## config.mk

```make
export PLATFORM = sky130hd
export DESIGN_NAME = pipeline_skid_buffer
export DESIGN_NICKNAME = d
export VERILOG_FILES = /design/src/rtl/pipeline_skid_buffer_pkg.sv /design/src/rtl/register.sv /design/src/rtl/pipeline_skid_buffer.sv
export SDC_FILE = /design/constraint.sdc
export NUM_CORES = 1
export LEC_CHECK = 0
export CORE_MARGIN = 2
export CORE_UTILIZATION = 26
export CTS_CLUSTER_SIZE = 16
export DETAILED_ROUTE_END_ITERATION = 10
export GPL_TIMING_DRIVEN = 1
export SETUP_SLACK_MARGIN = 0.3
export SYNTH_ARGS = -nofsm -noshare
export SYNTH_HDL_FRONTEND = slang
export SYNTH_SLANG_ARGS = --single-unit
export TNS_END_PERCENT = 20
```

## constraint.sdc

```tcl
create_clock -name clock -period 1.65 [get_ports clock]
set_input_delay 0.2475 -clock clock [delete_from_list [all_inputs] [get_ports clock]]
set_output_delay 0.2475 -clock clock [all_outputs]
set_load 0.005 [all_outputs]
```

## src/rtl/pipeline_skid_buffer_pkg.sv

```systemverilog
// Shared state encodings and default sizing for the pipeline skid buffer.
package pipeline_skid_buffer_pkg;

  localparam int unsigned WORD_WIDTH_DEFAULT = 8;
  localparam int unsigned STATE_WIDTH = 2;

  typedef enum logic [STATE_WIDTH-1:0] {
    EMPTY = 2'b00,
    BUSY  = 2'b01,
    FULL  = 2'b10
  } state_e;

endpackage

```

## src/rtl/register.sv

```systemverilog
// Generic clock-enabled register with synchronous active-high clear.
module register #(
  parameter int unsigned        WIDTH       = 1,
  parameter logic [WIDTH-1:0]   RESET_VALUE = '0
) (
  input  logic             clock,
  input  logic             clear,
  input  logic             clock_enable,
  input  logic [WIDTH-1:0] d,
  output logic [WIDTH-1:0] q
);

  always_ff @(posedge clock) begin
    if (clear) begin
      q <= RESET_VALUE;
    end else if (clock_enable) begin
      q <= d;
    end
  end

endmodule

```

## src/rtl/pipeline_skid_buffer.sv

```systemverilog
// Two-entry ready/valid skid buffer; every output comes straight from a register.
module pipeline_skid_buffer
  import pipeline_skid_buffer_pkg::*;
#(
  parameter int unsigned WORD_WIDTH = WORD_WIDTH_DEFAULT
) (
  input  logic                  clock,
  input  logic                  clear,
  input  logic                  input_valid,
  output logic                  input_ready,
  input  logic [WORD_WIDTH-1:0] input_data,
  output logic                  output_valid,
  input  logic                  output_ready,
  output logic [WORD_WIDTH-1:0] output_data
);

  logic [STATE_WIDTH-1:0] state;
  logic [STATE_WIDTH-1:0] next_state_c;
  logic [WORD_WIDTH-1:0]  skid_reg;
  logic [WORD_WIDTH-1:0]  data_next_c;
  logic                   insert_c;
  logic                   remove_c;
  logic                   data_enable_c;
  logic                   data_from_skid_c;
  logic                   skid_enable_c;
  logic                   state_enable_c;
  logic                   ready_next_c;
  logic                   valid_next_c;
  logic                   ready_enable_c;
  logic                   valid_enable_c;

  assign insert_c = input_valid & input_ready;
  assign remove_c = output_valid & output_ready;

  // Next state and per-register load enables.
  always_comb begin
    next_state_c     = state;
    data_enable_c    = 1'b0;
    data_from_skid_c = 1'b0;
    skid_enable_c    = 1'b0;
    case (state)
      EMPTY: begin
        if (insert_c) begin
          next_state_c  = BUSY;
          data_enable_c = 1'b1;
        end
      end
      BUSY: begin
        if (insert_c && remove_c) begin
          data_enable_c = 1'b1;
        end else if (insert_c) begin
          next_state_c  = FULL;
          skid_enable_c = 1'b1;
        end else if (remove_c) begin
          next_state_c  = EMPTY;
        end
      end
      FULL: begin
        if (remove_c) begin
          next_state_c     = BUSY;
          data_enable_c    = 1'b1;
          data_from_skid_c = 1'b1;
        end
      end
      default: next_state_c = EMPTY;
    endcase
  end

  // Handshake flags are a registered decode of the next state.
  always_comb begin
    ready_next_c   = (next_state_c != STATE_WIDTH'(FULL));
    valid_next_c   = (next_state_c != STATE_WIDTH'(EMPTY));
    state_enable_c = (next_state_c != state);
    ready_enable_c = (ready_next_c != input_ready);
    valid_enable_c = (valid_next_c != output_valid);
    data_next_c    = data_from_skid_c ? skid_reg : input_data;
  end

  register #(
    .WIDTH       (STATE_WIDTH),
    .RESET_VALUE (STATE_WIDTH'(EMPTY))
  ) u_state (
    .clock        (clock),
    .clear        (clear),
    .clock_enable (state_enable_c),
    .d            (next_state_c),
    .q            (state)
  );

  register #(
    .WIDTH       (1),
    .RESET_VALUE (1'b1)
  ) u_input_ready (
    .clock        (clock),
    .clear        (clear),
    .clock_enable (ready_enable_c),
    .d            (ready_next_c),
    .q            (input_ready)
  );

  register #(
    .WIDTH       (1),
    .RESET_VALUE (1'b0)
  ) u_output_valid (
    .clock        (clock),
    .clear        (clear),
    .clock_enable (valid_enable_c),
    .d            (valid_next_c),
    .q            (output_valid)
  );

  register #(
    .WIDTH       (WORD_WIDTH),
    .RESET_VALUE ('0)
  ) u_data_reg (
    .clock        (clock),
    .clear        (clear),
    .clock_enable (data_enable_c),
    .d            (data_next_c),
    .q            (output_data)
  );

  register #(
    .WIDTH       (WORD_WIDTH),
    .RESET_VALUE ('0)
  ) u_skid_reg (
    .clock        (clock),
    .clear        (clear),
    .clock_enable (skid_enable_c),
    .d            (input_data),
    .q            (skid_reg)
  );

endmodule

```

# Yosys cells after proc, flatten, opt, wreduce, memory -nomap -nowiden
# Cells that the tools add are included.
totals:
  inputBits: 12
  ff_bits: 20
  out_inout_bits: 10
  word_cells: 30
classes:
  n_bitwise: 2
  n_eq_ne: 6
  reduce_logical: 3
  muxes: 14
op_table:
  columns: ["op", "n"]
  rows:
  - ["2-bit 2-to-1 mux", 5]
  - ["8-bit 2-to-1 mux", 1]
  - ["1-bit 2-to-1 mux", 6]
  - ["2-bit one-hot mux with 3 select lines", 1]
  - ["1-bit one-hot mux with 3 select lines", 1]
  - ["1-bit bitwise AND", 2]
  - ["2-bit by 1-bit == test with 1-bit output (second input constant)", 1]
  - ["2-bit == test (second input constant)", 1]
  - ["2-bit logical NOT", 1]
  - ["1-bit inequality test", 2]
  - ["2-bit inequality test", 1]
  - ["2-bit inequality test (second input constant)", 1]
  - ["2-bit nonzero test", 1]
  - ["1-bit logical AND", 1]

# Longest topological paths before layout
# Gate-level depths: netlist of the first run.
logic_depth:
  depth_word: 7
  mapped_depth: 5
  mapped_depth_nobuf: 3

# By module
# From an unflattened synthesis of the first run, not the netlist that was laid out.
unflattened:
  hier_cells: 107
  area_unflattened_um2: 1052.3
modules_own_cells:
  columns: ["module", "area_each_um2", "n_inst", "cells_each", "seq_area_each_um2"]
  rows:
  - ["register at u_data_reg ...", 285.3, 2, 26, 160.2]
  - ["pipeline_skid_buffer", 345.3, 1, 43, 0.0]
  - ["register at u_state", 67.6, 1, 6, 40.0]
  - ["register at u_input_ready", 35.0, 1, 3, 20.0]
  - ["register at u_output_valid", 33.8, 1, 3, 20.0]

# Worst setup path before layout of the first run
# Ideal clock, no wire load.
synth_path:
  kind: "register to register"
  start: "register u_state.q[1]"
  end: "register u_data_reg.q[7]"
  n_path_buf: 2
  arrival_time_ns: 1.160
  required_time_ns: 1.503
  setup_time_ns: 0.147
  path_slack_ns: 0.343
  stages_incl_launch_ff: 6
  period_less_slack_ns: 1.307
  cell_sequence: "dfxtp_1 > and3b_2 > buf_2 > buf_2 > a211oi_1 > a211oi_1"
synth_between:
  elab_chain_cells: 3
  word_cells_on_any_way: 6
  classes_between: "eq/ne: 2; mux: 3; reduce/logical: 1"
synth_lines:
  columns: ["element", "line_no", "source"]
  rows:
  - ["start: declaration", "register.sv:10", "output logic [WIDTH-1:0] q"]
  - ["start signal: assignment", "register.sv:15", "q <= RESET_VALUE;"]
  - ["start signal: assignment", "register.sv:17", "q <= d;"]
  - ["2-bit == test", "pipeline_skid_buffer.sv:41", "case (state)"]
  - ["1-bit 2-to-1 mux", "pipeline_skid_buffer.sv:41", null]
  - ["8-bit 2-to-1 mux", "pipeline_skid_buffer.sv:76", "data_next_c = data_from_skid_c ? skid_reg : input_data;"]
  - ["end signal: assignment", "register.sv:15", null]
  - ["end signal: assignment", "register.sv:17", null]
  - ["end: declaration", "register.sv:10", null]
# Parallel ways exist; a longest one is shown, timed or not.
# A chain may end at the register's enable or synchronous reset.

# Worst setup path in the final report of the first run
layout_path:
  start: "register u_data_reg.q[6]"
  end: "output port output_data[6]"
layout_rtl:
  columns: ["element", "line_no", "source"]
  rows:
  - ["end: declaration", "pipeline_skid_buffer.sv:14", "output logic [WORD_WIDTH-1:0] output_data"]
# No word-level cell between the ends.

==> results of run 1 <==
==> layer usage <==
layer	up-vias	track usage	routed length (µm)
met4	0	0.0571	27
met2	17	0.163	1010
met5	-	0	0
met3	2	0.0179	68
li1	412	-	-
met1	395	0.166	1130
==> flip-flops by register name, summed over array words and instances, names as in the netlist <==
register          count
u_skid_reg.q          8
u_input_ready.q       1
u_data_reg.q          8
u_state.q             2
u_output_valid.q      1
==> worst register-to-register path, stage by stage (launching register included) <==
cell and delay (ns):
dfxtp_2 0.34, buf_4 0.12, and4b_1 0.24, buf_12 0.16
mux2i_1 0.26, a211oi_1 0.10
==> synthesized netlist by cell type (all sizes together) <==
master	count
a21boi	1
clkbuf	2
nand2b	1
nand3	8
nor4bb	1
o21ai	9
nand3b	1
dfxtp	20
a21oi	10
a211oi	16
a21o	2
buf	7
nor3b	1
mux2i	8
nand4	1
or2b	1
nand2	3
and4b	1
and3b	1
a21bo	1
o22ai	1
==> power by group through the flow <==
stage / Clock, mW / Sequential [mW] / Combinational, mW
floorplan: 0 / 0.568 / 0.147
global placement: 0 / 0.570 / 0.272
detailed placement: 0 / 0.571 / 0.276
CTS: 0.415 / 0.560 / 0.283
global route: 0.438 / 0.568 / 0.318
finish: 0.404 / 0.563 / 0.291
==> layout make-up <==
class	instances	share of cell area
well taps	46	0.0453
flip-flops and latches	20	0.325
repair buffers	28	0.221
multi-input cells	67	0.367
clock inverters	1	0.0236
clock buffers	3	0.0177
==> kinds of logic after synthesis <==
logic type	share of synthesized area
mux	0.0874
flops	0.437
buf+inv	0.0697
compound gates	0.279
simple gates	0.127
==> through the flow <==
step	area, µm²	cells	total power, mW	util
3_3_place_gp	1170	159	0.842	0.348
3_5_place_dp	1170	159	0.847	0.348
5_1_grt	1270	165	1.32	0.378
2_1_floorplan	916	96	0.715	-
4_1_cts	1240	165	1.26	0.369
6_report	1270	165	1.26	0.378
==> final timing paths <==
kind / from / to / slack, ns / cells after the start
setup / recovery: u_data_reg.q[6] / output_data[6] / 0.24 / 1
hold / removal: output_ready / u_state.q[1] / 0.49 / 4
setup reg to reg: u_output_valid.q / u_data_reg.q[4] / 0.33 / 5
hold reg to reg: u_skid_reg.q[0] / u_skid_reg.q[0] / 0.49 / 2
==> what timing repair did <==
| action | in CTS | in global routing |
|---|---|---|
| pin swaps | 0 | 1 |
| buffers inserted | 2 | 0 |
| gates resized for setup | 8 | 12 |
| endpoints found under the hold margin | 0 | 0 |
| cloned | 0 | 0 |
| endpoints found under the setup margin | 10 | 18 |
==> flow_metrics.tcl, run 1 <==
set metrics [dict create \
    cts_tree "built" \
    fin_ws_ns 0.245 \
    timing.final.crit_period_ns 1.41 \
    netlist_area_um2 916 \
    place_congestion 0.733 \
    final_cell_mix "clkdlybuf4s50_1, a211oi_1, a21oi_1, dfxtp_2, dfxtp_1" \
    slew_viol_final 0 \
    path_buf_inv 1 \
    switchingPower_mw 0.321 \
    tightest_slew_ns 0.306 \
    maxSlewHeadroom 0.796 \
    hp-class "input pin to flop" \
    seq_area_um2 413 \
    end_kind "output pin" \
    seqPwrFrac 0.447 \
    clock_sinks 20 \
    path_delay_family "buffers and inverters" \
    setup-tns-final_ns 0 \
    grt_overflow 0 \
    htreeDepth 1 \
    p_clk_frac 0.321 \
    vdd_drop_max_mv 0.324 \
    yosys_warnings 0 \
    max_freq_mhz 712 \
    setup_viol 0 \
    wl_per_cell_um 13.5 \
    yosysTopAreaCellShare 0.437 \
    intPower_mw 0.936 \
    grt_pass1_vias 732 \
    multi_input_area_um2 467 \
    fillers 353 \
    avgSynthCellArea_um2 9.54 \
    dp_hpwl_mm 1.52 \
    cp_max_fo 2 \
    io_buffers 21 \
    grt_max_degree 21 \
    outcome "finished, final reports clean" \
    finalCritPeriodShare 0.852 \
    dr.first_iter.drc_count 60 \
    rows 21 \
    critical_path_class "flop to output pin" \
    core_um2 3360 \
    synth-seq-cells 20 \
    dr.pass1.iters 4 \
    antenna_cells 0 \
    synth.distinct_cells 24 \
    switching_share 0.255 \
    rsz0062_at_grt "true" \
    die_area_um2 4010 \
    syn_nets 108 \
    final_layout_size_suffix_gt1_frac 0.227 \
    pre_cts_ws_ns -0.00226 \
    holdWs_ns 0.485 \
    crit_required_ns 1.40 \
    drt_wl_total_mm 2.23 \
    synthCells 96 \
    start_util 0.272 \
    dieHeight_um 63.4 \
    ys_seq_area_frac 0.437 \
    combPwrFrac 0.231 \
    antenna_found_initial 0 \
    root_buffer "clkbuf_4" \
    drc 0 \
    insertion_delay_ns 0.30 \
    cp_data_arrival_time_ns 1.16 \
    final-hold-violation-count 0 \
    postRouteAntennaNets 0 \
    path_clk_slew_ns 0.13 \
    fin_nets 132 \
    die_w_um 63.4 \
    drv_cap 0 \
    worst_setup_path_start_kind "flop" \
    cp_cell_sequence "clkdlybuf4s50_1" \
    synth_area_leaders "dfxtp_1, a211oi_1, mux2i_1, a21oi_1, o21ai_0" \
    cts_buffer_depth 2 \
    vias 826 \
    critPathMaxStageDelay_ns 0.50 \
    fin_skew_ns 0.0104 \
    avgViaCountPerCell 5.01 \
    track_usage 0.114 \
    power_density_nw_per_um2 990 \
    grt_first_pass_wirelength_mm 3.62 \
    io_pins 22 \
    numCtsBuffers 3 \
    final_common_cell "clkdlybuf4s50_1" \
    area_delta_synth_final_pct 38.7 \
    slowest_stage "clkdlybuf4s50_1" \
    synth.largest_area_cell "dfxtp_1" \
    ctsHoldBuffers 0 \
    p_leak_nw 0.451 \
]
(Power assumes the default switching activity.)
==> inputs of run 2 (changes only) <==
==> constraint.sdc (replaced) <==
create_clock -name clock -period 1.4 [get_ports clock]
set_input_delay 0.21 -clock clock [delete_from_list [all_inputs] [get_ports clock]]
set_output_delay 0.21 -clock clock [all_outputs]
set_load 0.005 [all_outputs]
==> run 2 against run 1 <==
Net effect:
- total power rose by 18%
- setup slack got worse by 0.14 ns
- global-route usage rose by 0.066 points
- clock skew fell by 0.0082 ns
- hold slack improved by 0.0027 ns
- design area rose by 2.3%
- sequential share of layout area fell by 0.53 points
- flip-flop and latch count did not move
- critical endpoint is now u_data_reg.q[6]
- largest power group unchanged
==> flow_metrics.tcl, run 2 (same netlist as run 1, synthesis figures left out) <==
set metrics [dict create \
    clock_sinks 20 \
    numCtsBuffers 3 \
    min_path_cells 2 \
    final_cell_mix "a211oi_1, dfxtp_2, clkdlybuf4s50_1" \
    avgViaCountPerCell 4.96 \
    end_kind "flop" \
    slowest_stage "dfxtp_2" \
    postRouteAntennaNets 0 \
    p_leak_nw 0.462 \
    wl_met2_mm 1.01 \
    fillers 352 \
    dr_wl_met3_um 77 \
    start_util 0.272 \
    slew_viol_final 0 \
    cp_max_fo 16 \
    setup_viol 0 \
    cp_cell_sequence "buf_4 > and4b_1 > buf_12 > mux2i_1 > a211oi_1" \
    antenna_found_initial 0 \
    io_pins 22 \
    final_common_cell "a211oi_1" \
    crit_required_ns 1.58 \
    path_clk_slew_ns 0.12 \
    cts_buffer_depth 2 \
    outcome "finished, final reports clean" \
    timing.final.crit_period_ns 1.30 \
    r2r-end "u_data_reg.q[6]" \
    grt_pass1_vias 831 \
    fin_ws_ns 0.104 \
    max_freq_mhz 772 \
    grt_overflow 0 \
    core_um2 3360 \
    htreeDepth 1 \
    power_density_nw_per_um2 1150 \
    grt_max_degree 18 \
    area_delta_synth_final_pct 41.8 \
    wl_met1_mm 1.02 \
    vdd_drop_max_mv 0.364 \
    critPathMaxStageDelay_ns 0.36 \
    post-route-util 0.386 \
    finalCritPeriodShare 0.925 \
    cp_data_arrival_time_ns 1.48 \
    drv_cap 0 \
    track_usage 0.115 \
    fin_skew_ns 0.00211 \
    rsz0062_at_grt "true" \
    vias 838 \
    hp-class "flop to flop" \
    dieHeight_um 63.4 \
    setup-tns-final_ns 0 \
    root_buffer "clkbuf_4" \
    cts_tree "built" \
    dr.first_iter.drc_count 33 \
    io_buffers 21 \
    tightest_slew_ns 0.375 \
    dr.pass1.iters 4 \
    drc 0 \
    pre_cts_ws_ns -0.233 \
    final_layout_size_suffix_gt1_frac 0.260 \
    power_mw 1.49 \
    insertion_delay_ns 0.30 \
    drt_wl_total_mm 2.12 \
    die_w_um 63.4 \
    grt_first_pass_wirelength_mm 3.67 \
    fin_nets 136 \
    die_area_um2 4010 \
    antenna_cells 0 \
    rr_startpoint "u_output_valid.q" \
    final-hold-violation-count 0 \
    place_congestion 0.725 \
    min_from "u_skid_reg.q[3]" \
    maxSlewHeadroom 0.750 \
    reg2reg_slack_ns 0.10 \
    wl_per_cell_um 12.6 \
    top_regs "u_data_reg.q: 8 flops, u_skid_reg.q: 8 flops, u_state.q: 2 flops" \
    hold_end "u_skid_reg.q[3]" \
    worst_setup_path_start_kind "flop" \
    dp_hpwl_mm 1.59 \
    rows 21 \
    topRoutingLayerUsed "met4" \
    r2r_cells 5 \
    critical_path_class "flop to flop" \
]
-- run 2: changes by cell type in the layout (fill, tap and decap cells not counted), moves of 3 or more --
| cell | before | now |
|---|---|---|
| dlymetal6s2s_1 | 3 | 0 |
| buf_4 | 6 | 9 |
| clkdlybuf4s15_1 | 0 | 4 |
| clkdlybuf4s50_1 | 16 | 11 |
| dlygate4sd2_1 | 2 | 6 |
-- run 2: routing by layer --
layer | track usage | vias up
met5 | 0 | -
li1 | - | 418
met3 | 0.0250 | 2
met2 | 0.188 | 17
met1 | 0.142 | 401
met4 | 0.0571 | 0
-- run 2: worst max path at each step --
| stage | start | to | cells past startpoint |
|---|---|---|---|
| 2_1_floorplan | u_state.q[0] | u_data_reg.q[1] | 5 |
| 3_3_place_gp | output_ready | u_state.q[0] | 5 |
| 3_5_place_dp | output_ready | u_state.q[0] | 5 |
| 4_1_cts | u_output_valid.q | u_data_reg.q[6] | 5 |
| 5_1_grt | u_output_valid.q | u_data_reg.q[6] | 5 |
| 6_report | u_output_valid.q | u_data_reg.q[6] | 5 |
-- run 2: area by class of cell --
cell class / count / area (µm²) / area share
multi-input combinational: 67 / 463 / 0.356
sequential: 20 / 415 / 0.320
timing repair buffer: 32 / 310 / 0.239
tap: 46 / 57.6 / 0.0443
clock inverter: 1 / 30.0 / 0.0231
clock buffer: 3 / 22.5 / 0.0173
-- run 2: repair_timing --
item / CTS / global route
gates resized for setup: 24 / 0
gates cloned: 0 / 0
setup buffers: 4 / 0
endpoints found under the setup margin: 30 / 30
hold buffers: 0 / 0
-- run 2: critical path: cells and delay by family (launching register included) --
| family | cells | cell delay, ns |
|---|---|---|
| multiplexers | 1 | 0.22 |
| buffers and inverters | 2 | 0.27 |
| AND/OR/NAND/NOR | 1 | 0.23 |
| AO/OA/AOI/OAI | 1 | 0.09 |
| flip-flops | 1 | 0.36 |
-- run 2: metrics by stage --
| step | cells | cell area, µm² | hold slack (ns) |
|---|---|---|---|
| after global placement | 161 | 1210 | 0.465 |
| after detailed placement | 161 | 1210 | 0.468 |
| after global routing | 169 | 1300 | 0.484 |
| after floorplan | 96 | 952 | 0.278 |
| final | 169 | 1300 | 0.488 |
| after CTS | 169 | 1300 | 0.484 |
-- run 2: power by group --
part / switching [mW] / total (mW) / internal (mW) / leakage, nW
registers: 0.0323 / 0.665 / 0.632 / 0.167
clock network: 0.187 / 0.477 / 0.289 / 0.0279
logic: 0.158 / 0.346 / 0.188 / 0.267
total: 0.378 / 1.49 / 1.11 / 0.462
==> inputs of run 3 (changes only) <==
==> constraint.sdc (replaced) <==
create_clock -name clock -period 1.4 [get_ports clock]
set_input_delay 0.21 -clock clock [delete_from_list [all_inputs] [get_ports clock]]
set_output_delay 0.21 -clock clock [all_outputs]
set_load 0.01 [all_outputs]
==> run 3 against run 2 <==
Net effect:
- clock power is 28% lower
- register-to-register slack better by 0.03 ns
- core utilization is 0.41 points lower
- setup slack better by 0.033 ns
- flip-flop and latch count stayed put
- combinational power is 7.8% higher
- via count is 0.84% lower
- global-route usage is 0.46 points higher
- non-clock buffer count is 3 lower
- count of clock-buffer cells in the layout is 1 higher
- hold slack worse by 0.0065 ns
- total power is 6.9% lower
- critical endpoint is now u_data_reg.q[2]
- largest cell class unchanged
==> flow_metrics.tcl, run 3 (same netlist as run 1, synthesis figures left out) <==
set metrics [dict create \
    outcome "finished, final reports clean" \
    r2r-end "u_data_reg.q[2]" \
    reg2reg_slack_ns 0.14 \
    min_path_cells 2 \
    vias 831 \
    hold_end "u_skid_reg.q[3]" \
    final_layout_size_suffix_gt1_frac 0.258 \
    min_from "u_skid_reg.q[3]" \
    drt_wl_total_mm 2.21 \
    grt_pass1_vias 841 \
    fin_skew_ns 0.00516 \
    cp_max_fo 16 \
    area_delta_synth_final_pct 40.3 \
    final_common_cell "a211oi_1" \
    insertion_delay_ns 0.30 \
    pre_cts_ws_ns -0.220 \
    drv_cap 0 \
    avgViaCountPerCell 5.01 \
    antenna_cells 0 \
    p_leak_nw 0.456 \
    path_clk_slew_ns 0.12 \
    core_um2 3360 \
    fin_ws_ns 0.137 \
    cts_tree "built" \
    final-hold-violation-count 0 \
    ctsHoldBuffers 0 \
    rows 21 \
    start_util 0.272 \
    finalCritPeriodShare 0.902 \
    grt_overflow 0 \
    cts_buffer_depth 2 \
    max_freq_mhz 792 \
    slew_viol_final 0 \
    dieHeight_um 63.4 \
    maxSlewHeadroom 0.806 \
    postRouteAntennaNets 0 \
    setup-tns-final_ns 0 \
    place_congestion 0.691 \
    r2r_cells 4 \
    htreeDepth 1 \
    grt_max_degree 18 \
    dpl.cell_count 161 \
    io_buffers 21 \
    numCtsBuffers 3 \
    worst_setup_path_start_kind "flop" \
    hp-class "flop to flop" \
    dp_hpwl_mm 1.58 \
    track_usage 0.120 \
    setup_viol 0 \
    timing.final.crit_period_ns 1.26 \
    wl_per_cell_um 13.3 \
    io_pins 22 \
    grt_first_pass_wirelength_mm 3.76 \
    dr.pass1.iters 5 \
    final_cell_mix "a211oi_1, dfxtp_1, a21oi_1, clkdlybuf4s50_1, o21ai_0" \
    clock_sinks 20 \
    power_density_nw_per_um2 1080 \
    post-route-util 0.382 \
    die_w_um 63.4 \
    fin_cells 166 \
    vdd_drop_max_mv 0.363 \
    fin_nets 133 \
    tightest_slew_ns 0.291 \
    die_area_um2 4010 \
    drc 0 \
    antenna_found_initial 0 \
    end_kind "flop" \
    root_buffer "clkbuf_4" \
    critical_path_class "flop to flop" \
    rr_startpoint "u_state.q[0]" \
    dr.first_iter.drc_count 12 \
    rsz0062_at_grt "true" \
    cp_data_arrival_time_ns 1.45 \
    crit_required_ns 1.59 \
    top_regs "u_data_reg.q: 8 flops, u_skid_reg.q: 8 flops, u_state.q: 2 flops" \
]
## run 3: cell count changes in the layout (fill, tap and decap cells not counted), moves of 2 or more
cell	before	now
dfxtp_1	8	13
dfxtp_2	12	7
clkdlybuf4s15_2	0	3
buf_4	9	5
buf_2	0	2
clkdlybuf4s15_1	4	0
## run 3: what timing repair did
action                                  4_1_cts  5_1_grt
pin swaps                                     1        2
gates resized for setup                      26        7
endpoints found under the setup margin       30       28
hold endpoints to repair                      0        0
buffers inserted                              1        0
## run 3: layout make-up
class                           count  area, µm²
Clock buffer                        4       36.3
Tap cell                           46       57.6
Sequential cell                    20        409
Timing Repair Buffer               29        289
Multi-Input combinational cell     67        493
Fill cell                         368       2080
## run 3: through the flow
stage	instance area [µm²]	hold slack [ns]	power [mW]
2_1_floorplan	953	0.278	0.884
3_3_place_gp	1210	0.459	1.03
3_5_place_dp	1210	0.466	1.04
4_1_cts	1250	0.483	1.37
5_1_grt	1280	0.485	1.48
6_report	1280	0.482	1.38
## run 3: worst max-delay path by stage
| stage | start | end | slack [ns] |
|---|---|---|---|
| final | u_state.q[0] | u_data_reg.q[2] | 0.14 |
| after global routing | u_state.q[0] | u_state.q[0] | 0.08 |
| after CTS | output_ready | u_data_reg.q[2] | 0.12 |
| after detailed placement | output_ready | u_state.q[0] | -0.22 |
| after global placement | output_ready | u_state.q[0] | -0.20 |
| after floorplan | u_state.q[0] | u_data_reg.q[1] | 0.21 |
## run 3: power by group
group	switching (mW)	internal [mW]
sequential	0.0386	0.629
clock	0.186	0.159
combinational	0.179	0.194
total	0.404	0.981
## run 3: worst max-delay path, stage by stage, from the launching register on
cell      delay (ns)
dfxtp_2         0.36
and4b_1         0.30
buf_12          0.17
mux2i_1         0.23
a211oi_1        0.09
## run 3: per-layer routing
| metal | wire [µm] | up-vias | share of wire | GRT usage |
|---|---|---|---|---|
| met3 | 102 | 2 | 0.046 | 0.0232 |
| met5 | 0 | - | 0 | 0 |
| li1 | - | 412 | - | - |
| met4 | 19 | 0 | 0.0086 | 0.0571 |
| met2 | 1070 | 21 | 0.48 | 0.203 |
| met1 | 1020 | 396 | 0.46 | 0.144 |
